--- src/rtl/alu_share_ctrl.sv ---
// rtl/alu_share_ctrl.sv - round-robin time-sharing controller for a 4-bit two-operand ALU (optional macro: ALU_DIV0_CHECK_EN)
module alu_share_ctrl #(
    parameter int ALU_LATENCY = 1
) (
    input  logic       clk,
    input  logic       rst_n,
    input  logic       req0_valid,
    output logic       req0_ready,
    input  logic [3:0] req0_a,
    input  logic [3:0] req0_b,
    input  logic [2:0] req0_op,
    input  logic       req1_valid,
    output logic       req1_ready,
    input  logic [3:0] req1_a,
    input  logic [3:0] req1_b,
    input  logic [2:0] req1_op,
    output logic       rsp0_valid,
    output logic [7:0] rsp0_data,
    output logic       rsp0_err,
    output logic       rsp1_valid,
    output logic [7:0] rsp1_data,
    output logic       rsp1_err,
    output logic [3:0] alu_a,
    output logic [3:0] alu_b,
    output logic [2:0] alu_op,
    input  logic [7:0] alu_result,
    output logic       busy
);
    typedef enum logic [1:0] {
        S_IDLE  = 2'd0,
        S_ISSUE = 2'd1,
        S_WAIT  = 2'd2,
        S_RESP  = 2'd3
    } state_t;

    // Counter value seen on the final WAIT cycle (counter starts at 0 on the first one)
    localparam logic [2:0] LastWait = 3'(ALU_LATENCY - 1);

    state_t     state_q, state_d;
    logic       last_grant_q, last_grant_d;
    logic       owner_q, owner_d;
    logic [2:0] cnt_q, cnt_d;
    logic [3:0] alu_a_q, alu_a_d;
    logic [3:0] alu_b_q, alu_b_d;
    logic [2:0] alu_op_q, alu_op_d;
    logic [7:0] rsp0_data_q, rsp0_data_d;
    logic [7:0] rsp1_data_q, rsp1_data_d;

    logic       grant0, grant1, accept, capture;
    logic [3:0] sel_a, sel_b;
    logic [2:0] sel_op;
    logic [7:0] cap_data;

    // Round-robin grant: only in IDLE; on contention the requester not served last wins
    always_comb begin
        grant0 = 1'b0;
        grant1 = 1'b0;
        if (state_q == S_IDLE) begin
            if (req0_valid && req1_valid) begin
                grant0 = last_grant_q;
                grant1 = ~last_grant_q;
            end else begin
                grant0 = req0_valid;
                grant1 = req1_valid;
            end
        end
    end

    assign req0_ready = grant0;
    assign req1_ready = grant1;
    assign accept     = grant0 | grant1;
    assign capture    = (state_q == S_WAIT) && (cnt_q == LastWait);

    assign sel_a  = grant1 ? req1_a  : req0_a;
    assign sel_b  = grant1 ? req1_b  : req0_b;
    assign sel_op = grant1 ? req1_op : req0_op;

`ifdef ALU_DIV0_CHECK_EN
    logic div0_q, div0_d;
    logic rsp0_err_q, rsp0_err_d;
    logic rsp1_err_q, rsp1_err_d;

    // Flag divide-by-zero at accept; replace the ALU result and raise err at capture
    always_comb begin
        div0_d     = div0_q;
        rsp0_err_d = rsp0_err_q;
        rsp1_err_d = rsp1_err_q;
        if (accept) begin
            div0_d = ((sel_op == 3'b100) && (sel_b == 4'd0)) ||
                     ((sel_op == 3'b101) && (sel_a == 4'd0));
        end
        if (capture) begin
            if (owner_q) rsp1_err_d = div0_q;
            else         rsp0_err_d = div0_q;
        end
    end

    // Divide-by-zero flag and per-requester error registers
    always_ff @(posedge clk or negedge rst_n) begin
        if (!rst_n) begin
            div0_q     <= 1'b0;
            rsp0_err_q <= 1'b0;
            rsp1_err_q <= 1'b0;
        end else begin
            div0_q     <= div0_d;
            rsp0_err_q <= rsp0_err_d;
            rsp1_err_q <= rsp1_err_d;
        end
    end

    assign cap_data = div0_q ? 8'hFF : alu_result;
    assign rsp0_err = rsp0_err_q;
    assign rsp1_err = rsp1_err_q;
`else
    assign cap_data = alu_result;
    assign rsp0_err = 1'b0;
    assign rsp1_err = 1'b0;
`endif

    // Sequencer next-state: accept, issue, wait out the ALU latency, respond
    always_comb begin
        state_d      = state_q;
        last_grant_d = last_grant_q;
        owner_d      = owner_q;
        cnt_d        = cnt_q;
        alu_a_d      = alu_a_q;
        alu_b_d      = alu_b_q;
        alu_op_d     = alu_op_q;
        rsp0_data_d  = rsp0_data_q;
        rsp1_data_d  = rsp1_data_q;
        case (state_q)
            S_IDLE: begin
                if (accept) begin
                    alu_a_d      = sel_a;
                    alu_b_d      = sel_b;
                    alu_op_d     = sel_op;
                    owner_d      = grant1;
                    last_grant_d = grant1;
                    state_d      = S_ISSUE;
                end
            end
            S_ISSUE: begin
                cnt_d   = 3'd0;
                state_d = S_WAIT;
            end
            S_WAIT: begin
                cnt_d = cnt_q + 3'd1;
                if (capture) begin
                    if (owner_q) rsp1_data_d = cap_data;
                    else         rsp0_data_d = cap_data;
                    state_d = S_RESP;
                end
            end
            S_RESP: begin
                state_d = S_IDLE;
            end
            default: begin
                state_d = S_IDLE;
            end
        endcase
    end

    // State and datapath registers; reset discards any in-flight op
    always_ff @(posedge clk or negedge rst_n) begin
        if (!rst_n) begin
            state_q      <= S_IDLE;
            last_grant_q <= 1'b1;
            owner_q      <= 1'b0;
            cnt_q        <= 3'd0;
            alu_a_q      <= 4'd0;
            alu_b_q      <= 4'd0;
            alu_op_q     <= 3'd0;
            rsp0_data_q  <= 8'd0;
            rsp1_data_q  <= 8'd0;
        end else begin
            state_q      <= state_d;
            last_grant_q <= last_grant_d;
            owner_q      <= owner_d;
            cnt_q        <= cnt_d;
            alu_a_q      <= alu_a_d;
            alu_b_q      <= alu_b_d;
            alu_op_q     <= alu_op_d;
            rsp0_data_q  <= rsp0_data_d;
            rsp1_data_q  <= rsp1_data_d;
        end
    end

    assign alu_a      = alu_a_q;
    assign alu_b      = alu_b_q;
    assign alu_op     = alu_op_q;
    assign rsp0_data  = rsp0_data_q;
    assign rsp1_data  = rsp1_data_q;
    assign rsp0_valid = (state_q == S_RESP) && !owner_q;
    assign rsp1_valid = (state_q == S_RESP) && owner_q;
    assign busy       = (state_q != S_IDLE);

endmodule
--- config.mk ---
export PLATFORM = sky130hd
export DESIGN_NAME = alu_share_ctrl
export DESIGN_NICKNAME = d
export VERILOG_FILES = /design/src/rtl/alu_share_ctrl.sv
export SDC_FILE = /design/constraint.sdc
export NUM_CORES = 1
export LEC_CHECK = 0
export ABC_AREA = 0
export CAP_MARGIN = 20
export CORE_ASPECT_RATIO = 1.2
export CORE_UTILIZATION = 30
export CTS_CLUSTER_SIZE = 40
export DETAILED_ROUTE_END_ITERATION = 12
export GPL_TIMING_DRIVEN = 0
export SLEW_MARGIN = 20
export SYNTH_ARGS = -nofsm -noshare
export SYNTH_HDL_FRONTEND = slang
export SYNTH_SLANG_ARGS = --single-unit
--- constraint.sdc ---
create_clock -name clk -period 1.5 [get_ports clk]
set_input_delay 0.3 -clock clk [delete_from_list [all_inputs] [get_ports clk]]
set_output_delay 0.3 -clock clk [all_outputs]
set_load 0.05 [all_outputs]
==> impl_metrics.csv <==
group,metric,value,unit
run_status,status,"finished with violations",
run_status,violations,"negative setup slack",
floorplan,start_util,0.312,
placement,dpl_cell_area,0.00232,mm2
floorplan,die_x,67.2,um
final_layout,area_growth,76.3,%
setup_path,cp-start-kind,"flip-flop",
drt,wl_met2,2.25,mm
drt,drt-vias-per-instance,4.79,
cts,cts_inserted_buffers,5,
cts,clk_pin_slew_worst_paths,0.07,ns
drt,wire_per_inst,15.5,um
global_route,antenna_found_initial,0,
final_layout,diodes,0,
synth,synth_seq_area_share,0.556,
synth,synth_common_cells,"33 x dfrtp_1, 16 x mux2_2, 11 x a221o_1, 11 x and3_1, 7 x inv_1",
drt,wl_met1,1.68,mm
setup_path,cp.required,1.20,ns
setup_path,path_max_fanout,3,
synth,post-synth-top-count-cell,"dfrtp_1",
synth,synth_edf_count,0,
setup_path,slowest_delay,0.40,ns
sta,rsz0062_at_grt,"true",
setup_path,reg2reg_slack,-0.12,ns
synth,ys_ff_latch,34,
sta,report.final.setup_viol,26,
cts,root_buffer,"clkbuf_8",
setup_path,timing.rr.end,"rsp0_data[7]",
synth,async_flop_share,1.00,
drt,wl_met3,154,um
drt,drt_iter0_markers,33,
drt,ant_nets,0,
synth,syn_inst,117,
floorplan,ioPinCount,68,
sta,fin_crit_sh,1.18,
final_layout,final_core_util,0.551,
sta,slew-limit-headroom,0.658,
cts,cts_max_path_buffers,2,
synth,netlist-cell-type-count,26,
placement,port_buffers,65,
floorplan,core_area,0.00490,mm2
final_layout,layout-drive-gt1-share,0.348,
power_and_ir_drop,p_seq_frac,0.247,
global_route,grt_pass1_vias,1376,
cts,htree_levels,2,
sta,slew_violations,0,
sta,skew,0.00350,ns
drt,drc,0,
placement,hpwl,2.86,mm
power_and_ir_drop,p_sw_frac,0.456,
setup_path,critPathKind,"flip-flop to output port",
power_and_ir_drop,p_leak,0.00127,uW
flow_run,cap_violations,0,
cts,clock_sinks,34,
sta,timing.fmax,564,MHz
floorplan,rows,28,
setup_path,crit_path_end_kind,"output port",
drt,first_pass_iters,6,
power_and_ir_drop,p_per_area,2520,mW/mm2
power_and_ir_drop,p_clk_frac,0.119,
synth,synth_area_leader_cell,"dfrtp_1",
synth,syn_area,0.00153,mm2
drt,top_layer_used,"met4",
power_and_ir_drop,combPwrFrac,0.635,
setup_path,critPathArrivalTime,1.47,ns
final_layout,nNetsFinal,245,
cts,cts_tree,"done",
setup_path,slowest_stage,"dfrtp_1",
floorplan,die_area,0.00540,mm2
setup_path,crit_top_cell,"buf_8",
placement,gp_congestion,0.712,
drt,routed_wl,4.14,mm
synth,yosys_warnings,0,
power_and_ir_drop,p_sw,3100,uW
sta,fin_crit,1.77,ns
global_route,grt_pass1_wl,6.34,mm
cts,clk_latency,0.28,ns
setup_path,r2r_cells,6,
synth,synth_ff_type,"dfrtp_1",
sta,hold_viol_final,0,
final_layout,design_area,0.00270,mm2
global_route,grt_usage,0.160,
drt,vias,1278,
hold_path,hp-class,"input port to asynchronous set/reset pin",
power_and_ir_drop,p_int,3700,uW
synth,syn-mean-instance-area,13.1,um2
synth,synth.top_cell.area_share,0.539,
setup_path,reg2reg_from,"state_q[1]",
floorplan,dieHeight,80.3,um
sta,setup_slack,-0.272,ns
sta,tightest_slew,0.515,ns
final_layout,fillCellCount,410,
global_route,gr-total-overflow,0,
synth,synthTopCellsByArea,"dfrtp_1 54%, mux2_2 12%, a221o_1 7.2%",
power_and_ir_drop,ir_drop,0.789,mV
global_route,grt_max_degree,34,
setup_path,critical_path.cell_chain,"inv_2 > ha_4 > and2_4 > a21boi_4 > buf_8 > buf_8",
[state kept, by name (all words and copies together) (netlist names)]
register,flops
alu_a,4
alu_b,4
alu_op,3
cnt_q,3
last_grant_q,1
owner_q,1
rsp0_data,8
rsp1_data,8
state_q,2
[power by group through the flow]
stage                     Sequential (uW)  Combinational (uW)  Clock (uW)
after detailed placement             1680                3800           0
after global placement               1630                3740           0
after global routing                 1730                4550         870
after floorplan                      2910                1320           0
after CTS                            1650                4030         834
final                                1680                4310         807
[critical path, delay by kind of cell (launching register included)]
family | cells | cell delay (ns)
and+or+nand+nor | 1 | 0.13
DFF | 1 | 0.40
adders and majority gates | 1 | 0.14
buffers and inverters | 3 | 0.34
AOI/OAI and AO/OA | 1 | 0.19
[cell type report]
cell class / count / area (um2) / share of cell area
inverters: 7 / 26.3 / 0.00973
multi-input cells: 71 / 782 / 0.290
plain buffers: 5 / 48.8 / 0.0181
well taps: 60 / 75.1 / 0.0278
clock buffers: 7 / 76.3 / 0.0283
flip-flops and latches: 34 / 852 / 0.316
clock inverters: 1 / 30.0 / 0.0111
repair buffers: 82 / 810 / 0.300
[layer usage]
layer	global-route usage	up-vias
li1	-	600
met1	0.167	642
met2	0.303	30
met3	0.0341	6
met4	0.0596	0
met5	0	-
[worst max-delay path by stage]
stage	slack (ns)	depth (start not counted)	end	start
after global routing	-0.33	6	req0_ready	state_q[1]
after global placement	-1.01	5	req1_ready	req1_valid
after CTS	-0.28	6	req0_ready	state_q[0]
after detailed placement	-1.02	5	req1_ready	req0_valid
final	-0.27	6	req0_ready	state_q[1]
after floorplan	-0.02	4	rsp0_data[0]	state_q[0]
[cells by family (layout without fill, tap and decap cells)]
group	after synthesis	after routing	share of synthesized area
mux	18	18	0.131
simple gates	26	26	0.115
other cells	1	2	0.00245
fa+ha+maj	5	5	0.0408
buf+inv	13	102	0.0417
compound gates	20	20	0.113
flops	34	34	0.556
[metrics by stage]
stage	setup TNS (ns)	std cells	worst slack [ns]	total power, uW	hold WS, ns
3_5_place_dp	-8.28	244	-1.02	5480	0.103
2_1_floorplan	-0.179	118	-0.0211	4230	0.00441
5_1_grt	-4.15	267	-0.333	7140	0.349
3_3_place_gp	-25.19	243	-1.01	5370	0.489
4_1_cts	-3.00	265	-0.281	6510	0.338
6_report	-2.56	267	-0.272	6800	0.344
[placed cells by master (no fill, tap or decap), types with 2 or more instances in the layout]
| cell | n |
|---|---|
| a21oi_1 | 2 |
| a221o_1 | 11 |
| and2_4 | 4 |
| and3_1 | 8 |
| and3_4 | 3 |
| buf_12 | 2 |
| buf_2 | 2 |
| buf_4 | 14 |
| buf_6 | 2 |
| buf_8 | 5 |
| clkbuf_1 | 2 |
| clkbuf_8 | 6 |
| clkdlybuf4s15_1 | 16 |
| clkdlybuf4s50_1 | 32 |
| conb_1 | 2 |
| dfrtp_1 | 33 |
| dlygate4sd2_1 | 11 |
| ha_4 | 4 |
| inv_1 | 4 |
| inv_2 | 3 |
| mux2_4 | 15 |
| mux2i_1 | 2 |
| nand3_1 | 2 |
| nor2_1 | 3 |
| o21ai_0 | 3 |
[repair_timing]
item,4_1_cts,5_1_grt
hold endpoints to repair,33,0
cloned,1,0
pin swaps,10,3
setup endpoints to repair,58,43
hold buffers,1,0
gates resized for setup,86,34
setup buffers,12,5
Power figures use the tool's default switching activity.
